`src/rtl/out_wrap_pkg.sv`:
```
// Shared constants and pointer helper for the FP output wrapper FIFO controller.
// Feature macro OUT_WRAP_DROP_CNT_EN (drop counter) is consumed by out_wrapper_fifo_ctrl.
package out_wrap_pkg;

   localparam int OW_DEPTH_MIN  = 2;
   localparam int OW_DEPTH_MAX  = 16;
   localparam int OW_DROP_CNT_W = 8;

   // Depth need not be a power of two, so wrap explicitly instead of masking.
   function automatic int ptrNext(input int p, input int depth);
      return (p == depth - 1) ? 0 : p + 1;
   endfunction

endpackage

```
`src/rtl/out_wrap_ptr.sv`:
```
// Read/write pointers and occupancy counter of the output wrapper circular buffer.
// Callers guarantee push only when not full and pop only when not empty.
module out_wrap_ptr
   import out_wrap_pkg::*;
#(
   parameter  int DEPTH = 4,
   localparam int PW    = (DEPTH > 1) ? $clog2(DEPTH) : 1,
   localparam int CW    = $clog2(DEPTH + 1)
) (
   input  logic          clk,
   input  logic          rst,
   input  logic          push,
   input  logic          pop,
   output logic [PW-1:0] wptr,
   output logic [PW-1:0] rptr,
   output logic [CW-1:0] count,
   output logic          full,
   output logic          empty
);

   always_ff @(posedge clk or posedge rst) begin
      if (rst) begin
         wptr  <= '0;
         rptr  <= '0;
         count <= '0;
      end else begin
         if (push)
            wptr <= PW'(ptrNext(int'(wptr), DEPTH));
         if (pop)
            rptr <= PW'(ptrNext(int'(rptr), DEPTH));
         if (push && !pop)
            count <= count + CW'(1);
         else if (!push && pop)
            count <= count - CW'(1);
      end
   end

   assign full  = (count == CW'(DEPTH));
   assign empty = (count == '0);

endmodule

```
`src/rtl/out_wrapper_fifo_ctrl.sv`:
```
// DEPTH-entry result FIFO between the FP core and its consumer, with full back-pressure.
// Define OUT_WRAP_DROP_CNT_EN to add the saturating drop_count output.
module out_wrapper_fifo_ctrl
   import out_wrap_pkg::*;
#(
   parameter  int W     = 32,
   parameter  int DEPTH = 4,
   localparam int CW    = $clog2(DEPTH + 1)
) (
   input  logic          clk,
   input  logic          rst,
   input  logic          done_fp,
   input  logic [W-1:0]  result_in,
   input  logic          result_accept,
   output logic          result_ready,
   output logic [W-1:0]  result_out,
   output logic          full,
   output logic [CW-1:0] count,
   output logic          overflow
`ifdef OUT_WRAP_DROP_CNT_EN
   ,
   output logic [OW_DROP_CNT_W-1:0] drop_count
`endif
);

   localparam int PW = (DEPTH > 1) ? $clog2(DEPTH) : 1;

   if (DEPTH < OW_DEPTH_MIN || DEPTH > OW_DEPTH_MAX) begin : gBadDepth
      $error("out_wrapper_fifo_ctrl: DEPTH out of range");
   end

   logic [W-1:0]  mem [DEPTH];
   logic [PW-1:0] wptr;
   logic [PW-1:0] rptr;
   logic          empty;
   logic          push;
   logic          pop;

   // Full is judged on the current cycle, so a slot freed by a same-cycle pop is not reused.
   assign push = done_fp & ~full;
   assign pop  = result_ready & result_accept;

   out_wrap_ptr #(.DEPTH(DEPTH)) uPtr (
      .clk   (clk),
      .rst   (rst),
      .push  (push),
      .pop   (pop),
      .wptr  (wptr),
      .rptr  (rptr),
      .count (count),
      .full  (full),
      .empty (empty)
   );

   // Storage is data only and deliberately survives reset.
   always_ff @(posedge clk) begin
      if (push)
         mem[wptr] <= result_in;
   end

   assign result_ready = ~empty;
   assign result_out   = empty ? '0 : mem[rptr];

   always_ff @(posedge clk or posedge rst) begin
      if (rst)
         overflow <= 1'b0;
      else if (done_fp && full)
         overflow <= 1'b1;
   end

`ifdef OUT_WRAP_DROP_CNT_EN
   function automatic logic [OW_DROP_CNT_W-1:0] satInc(input logic [OW_DROP_CNT_W-1:0] c);
      return (&c) ? c : c + OW_DROP_CNT_W'(1);
   endfunction

   always_ff @(posedge clk or posedge rst) begin
      if (rst)
         drop_count <= '0;
      else if (done_fp && full)
         drop_count <= satInc(drop_count);
   end
`endif

endmodule

```
`config.mk`:
```
export PLATFORM = sky130hd
export DESIGN_NAME = out_wrapper_fifo_ctrl
export DESIGN_NICKNAME = d
export VERILOG_FILES = /design/src/rtl/out_wrap_pkg.sv /design/src/rtl/out_wrap_ptr.sv /design/src/rtl/out_wrapper_fifo_ctrl.sv
export SDC_FILE = /design/constraint.sdc
export NUM_CORES = 1
export LEC_CHECK = 0
export ABC_CLOCK_PERIOD_IN_PS = 3200
export CAP_MARGIN = 10
export CORE_ASPECT_RATIO = 0.7
export CORE_UTILIZATION = 40
export DETAILED_ROUTE_END_ITERATION = 16
export GPL_ROUTABILITY_DRIVEN = 0
export MAX_ROUTING_LAYER = met4
export SLEW_MARGIN = 20
export SYNTH_ARGS = -nofsm -noshare
export SYNTH_HDL_FRONTEND = slang
export SYNTH_SLANG_ARGS = --single-unit
```
`constraint.sdc`:
```
create_clock -name clk -period 3.2 [get_ports clk]
set_input_delay 0.64 -clock clk [delete_from_list [all_inputs] [get_ports clk]]
set_output_delay 0.64 -clock clk [all_outputs]
set_load 0.02 [all_outputs]
```
==> results of run 1 <==
final cells by class:
cell class	instances	area, um^2	area share
Tap cell	162	203	0.0293
Clock inverter	13	171	0.0247
Clock buffer	19	433	0.0625
Inverter	4	15.0	0.00217
Sequential cell	136	4050	0.584
Timing Repair Buffer	86	866	0.125
Multi-Input combinational cell	91	1190	0.172
cells in the final DEF, fill, tap and decap left out, types with 4 or more instances in the layout:
| cell type | instances |
|---|---|
| dfrtp_1 | 6 |
| clkinv_4 | 4 |
| clkdlybuf4s50_1 | 73 |
| mux2_2 | 5 |
| edfxtp_1 | 128 |
| and2_1 | 32 |
| buf_4 | 10 |
| mux4_1 | 4 |
| mux4_2 | 28 |
| and2_2 | 4 |
| clkbuf_16 | 17 |
| inv_1 | 4 |
| ha_1 | 6 |
registers in the layout (all words and copies together) (netlist names):
signal	count
overflow	1
mem	128
uPtr.wptr	2
uPtr.count	3
uPtr.rptr	2
worst paths after layout:
kind | startpoint | end | slack (ps) | cells after the start
max | uPtr.rptr[0] | result_out[22] | 230 | 4
min | overflow | overflow | 450 | 1
max reg2reg | uPtr.count[0] | uPtr.count[2] | 840 | 9
min reg2reg | overflow | overflow | 450 | 1
max in group asynchronous | rst | uPtr.rptr[1] | 2440 | 2
min in group asynchronous | rst | overflow | 480 | 2
stage by stage:
stage / instances / cell area (um^2) / hold slack [ps] / total power [mW]
after floorplan: 244 / 5360 / 456 / 4.20
after global placement: 478 / 6320 / 441 / 5.26
after detailed placement: 478 / 6320 / 444 / 5.29
after CTS: 510 / 6920 / 457 / 7.27
after global routing: 511 / 6930 / 468 / 7.51
final: 511 / 6930 / 453 / 7.18
power by group through the flow:
stage / logic (mW) / registers (mW) / clock network, mW
6_report: 2.69 / 2.52 / 1.97
5_1_grt: 2.88 / 2.56 / 2.08
4_1_cts: 2.72 / 2.54 / 2.00
3_5_place_dp: 2.71 / 2.58 / 0
3_3_place_gp: 2.70 / 2.56 / 0
2_1_floorplan: 1.68 / 2.52 / 0
kinds of logic after synthesis:
logic type,after synthesis
DFF,136
xor gates and xnor gates,3
adders and majority gates,7
muxes,37
AOI/OAI and AO/OA,1
and+or+nand+nor,43
buffers and inverters,17
routing by layer:
layer	wire length, um	share of wire	vias up	GRT usage
met5	0	0	-	-
met3	507	0.054	13	0.0549
met1	4360	0.46	1333	0.188
li1	-	-	1161	-
met2	4480	0.47	66	0.237
met4	123	0.013	0	0.0634
synth_stat cells, drive strengths merged:
cell type	number
a21o	1
and2	36
buf	8
clkbuf	5
dfrtp	8
edfxtp	128
fa	1
ha	6
inv	4
mux2	5
mux4	32
nand2	1
nor2	3
nor2b	1
nor3b	1
or3	1
xnor2	1
xor2	2
==> metrics.txt, run 1 <==
Post-CTS Repair Setup Buffers 0; static leakage between 2 and 2.5 nW; critical path's top delay family buffers and inverters; fraction of synthesized area in multiplexers 0.148; Synth Area in Simple Gates 0.0500; row count 34; via count approximately 2.6k; Initial DRT Pass Iterations 4; # port buffers 73; IO Pins 74; clk_skew roughly 7.6 ps; number of global-route vias before repair approximately 2.7k; mapped cell area about 0.0054 mm^2; total congestion overflow 0; CTS clk-pin slew, worst paths 60 ps; Cell Pwr Density 1040 mW/mm^2; Req. time, crit path ~2600 ps; largest cells by area after synthesis edfxtp_1 72%, mux4_2 12%, and2_1 4.2%, dfrtp_1 3.7%, mux4_1 2.0%; Post-DRT Antenna Nets 0; nets 379; Pins Over Slew Limit 0; Worst path max stage delay about 540 ps; Synthesis Warnings 0; Setup crit start kind register; Starting Density 0.421; Comb pwr share 0.375; Peak Freq 0.336 GHz; Yosys top cell by area edfxtp_1; Yosys reg bits between 100 and 150; design internal power between 4 and 5 mW; worst slew pin tran 447 ps; post-cts sizing count 0; Seq/Total Area, Yosys 0.755; Synth Area in XOR/XNOR 0.00490; post-detail-place hpwl approximately 5.7 mm; Area growth syn-to-layout 29.3%; Max-slew headroom 0.702; wire length per cell between 15 and 20 um; Vias per Instance ~5; Synth top area share 0.717; starting DRC count in detailed routing approximately 170; minimum clock period approximately 3000 ps; type of the worst min-delay path reg -> reg; worst setup margin roughly 230 ps; Post-Synth Adder-Cell Area 0.0177; Final period util 0.930; Synthesized Nets approximately 290; Die X 140 um; antenna violations before repair 0; CTS Buf Count 17; CTS tree yes; Global Route Usage Sum 0.155; crit-path cells buf_4 > mux4_2 > and2_1 > clkdlybuf4s50_1; DIE HEIGHT just under 100 um; H-Tree Depth 4; clock sink count around 140; Critical Path Fanout Max 8; Worst path slowest cell clkdlybuf4s50_1; final wirelength 9.47 mm; post-route setup TNS 0 ps; Final Util 0.545; Core Box Area around 0.013 mm^2; Setup crit end kind output port; Sequential Power Share 0.351; largest net degree at the start of global routing 35; clk_lat worst skew 410 ps; first-pass GRT wire length between 10 and 15 mm; Antenna diodes 0; drt drc 0; fillers between 900 and 1k; Peak supply drop 0.457 mV; CTS max path bufs 2; Mapped Avg Cell Area roughly 22 um^2; Post-Place Setup Slack 484 ps; Max Cap Viol 0; Synth Area in Compound Gates 0.00140; P_sw 2.18 mW; ratio of cells with drive above 1 in the final layout 0.241; CP Buf/Inv Count 2; switch share 0.303; Crit path arrival time 2330 ps; status finished clean; largest family of logic cells by synthesized area multiplexers; total die area approximately 0.014 mm^2; clock root cell clkbuf_16; RSZ-0062 raised after global routing no; clock power share 0.274; WS Path Type reg -> out; final setup fails 0; Hold Buf Count CTS 0; Unique masters post-synth 21; final-report hold violation count 0; gate count of the mapped netlist approximately 240
Note: power is estimated with default switching activity, not from simulation.
==> run 2, diff against run 1 <==
- CORE_MARGIN: not set -> 4
==> metrics.txt, run 2 (synthesis results as in run 1) <==
status finished clean; ratio of cells with drive above 1 in the final layout 0.239 (-0.00137); crit-path cells buf_12 > mux4_1 > and2_1 > clkdlybuf4s50_1; fillers 1,029 (+5.0%); Seq. cell area 0.00405 mm^2 (about the same); Req. time, crit path 2560 ps (about the same); wire length per cell 19.4 um (+4.8%); reg2reg start uPtr.count[0]; clk_lat worst skew 410 ps (about the same); CTS clk-pin slew, worst paths 60 ps (about the same); leading registers by flop count mem (128), uPtr.count (3); Global Route Usage Sum 0.144 (-0.0112); largest net degree at the start of global routing 35 (unchanged); area occupied by multi-input gates 0.00119 mm^2 (unchanged); Cell Pwr Density 1040 mW/mm^2 (+0.52%); Worst Setup SP uPtr.rptr[0]; Peak Freq 0.329 GHz (-2.1%); CTS tree yes; Non-Filler Instances 517 (+1.2%); first-pass GRT wire length 15.8 mm (+7.3%); final setup fails 0 (unchanged); clock sink count 136 (unchanged); post-route setup TNS 0 ps (unchanged); starting DRC count in detailed routing 134 (-21%); IO Pins 74 (unchanged); Initial DRT Pass Iterations 6 (+2); Placed Cells 482 (+0.84%); total congestion overflow 0 (unchanged); CTS Buf Count 17 (unchanged); row count 35 (+2.9%); r2r setup slk 800 ps (-40 ps); H-Tree Depth 4 (unchanged); reg2reg path depth 9 (unchanged); final hold slack 461 ps (+7.94 ps); Hold Buf Count CTS 0 (unchanged); Starting Density 0.408 (-0.0134); Biggest register mem; Antenna diodes 0 (unchanged); drt drc 0 (unchanged); DP Area 0.00632 mm^2 (about the same); Setup crit end kind output port; Setup crit start kind register; DIE HEIGHT 105 um (+6.1%); Worst path max stage delay 570 ps (+30 ps); minimum clock period 3040 ps (+64.6 ps); antenna violations before repair 0 (unchanged); Worst path slowest cell mux4_1; WS Path Type reg -> out; Design Area, Final 0.00696 mm^2 (+0.43%); via count 2,540 (-1.3%); Critical Path Fanout Max 18 (+10); worst slew pin tran 353 ps (-93.2 ps); clock root cell clkbuf_16; total die area 0.0153 mm^2 (+11%); max reg flops 128 (unchanged); Area growth syn-to-layout 29.9%; CTS max path bufs 2 (unchanged); Peak supply drop 0.496 mV (+8.7%); final wirelength 10.0 mm (+6.0%); Post-DRT Antenna Nets 0 (unchanged); static leakage 2.36 nW (+0.57%); most frequent cells in the layout 128 x edfxtp_1, 73 x clkdlybuf4s50_1, 32 x and2_1, 28 x mux4_2, 17 x clkbuf_16; clk_skew 7.25 ps (-0.381 ps); Vias per Instance 4.91 (-2.4%); number of global-route vias before repair 2,760 (+2.8%); Critical Path Sink result_out[2]; # port buffers 73 (unchanged); R2R Path End uPtr.count[2]; final-report hold violation count 0 (unchanged); Pins Over Slew Limit 0 (unchanged); Die X 146 um (+4.3%); nets 381 (+0.53%); Final period util 0.950 (+0.0202); Max-slew headroom 0.764 (+0.0627); Core Box Area 0.0131 mm^2 (+3.3%); post-detail-place hpwl 6.18 mm (+8.3%); type of the worst min-delay path reg -> reg; Crit path arrival time 2400 ps (+70 ps); RSZ-0062 raised after global routing no; commonest non-fill, non-tap cell in the layout edfxtp_1; Max Cap Viol 0 (unchanged)
## run 2: metrics by stage
stage,worst slack (ps),util,power [mW]
2_1_floorplan,980,-,4.20
3_3_place_gp,368,0.481,5.28
3_5_place_dp,331,0.481,5.31
4_1_cts,108,0.530,7.37
5_1_grt,70.9,0.530,7.63
6_report,160,0.530,7.25
## run 2: critical path: cells and delay by family, from the launching register on
kind / cells / cell delay (ps)
buffers and inverters: 2 / 740
flip-flops: 1 / 500
multiplexers: 1 / 570
AND/OR/NAND/NOR: 1 / 170
## run 2: area by class of cell
| class | count | share of cell area |
|---|---|---|
| sequential | 136 | 0.582 |
| tap | 166 | 0.0299 |
| clock inverter | 12 | 0.0252 |
| timing repair buffer | 88 | 0.127 |
| clock buffer | 20 | 0.0628 |
| multi-input combinational | 91 | 0.172 |
| inverter | 4 | 0.00216 |
## run 2: worst min path at each step
stage / start / end / slack (ps) / cells past startpoint
after floorplan: rst / overflow / 460 / 1
after global placement: overflow / overflow / 450 / 1
after detailed placement: overflow / overflow / 460 / 1
after CTS: overflow / overflow / 470 / 1
after global routing: overflow / overflow / 480 / 1
final: overflow / overflow / 460 / 1
## run 2: repair_timing
item                                    in CTS  in global routing
endpoints found under the setup margin      22                  0
resized for setup                            1                  0
setup buffers                                3                  0
## run 2: layer usage
layer / global-route usage / part of all wire / vias up
met5: - / 0 / -
met4: 0.0403 / 0.011 / 0
met3: 0.0468 / 0.045 / 13
met2: 0.211 / 0.47 / 64
met1: 0.194 / 0.47 / 1296
li1: - / - / 1167
## run 2: report_power, final
part | total, mW | internal [mW] | leakage, nW | switching, mW
Clock | 2.00 | 1.30 | 0.292 | 0.701
Combinational | 2.72 | 1.42 | 0.803 | 1.31
Sequential | 2.52 | 2.37 | 1.26 | 0.155
Total | 7.25 | 5.08 | 2.36 | 2.16
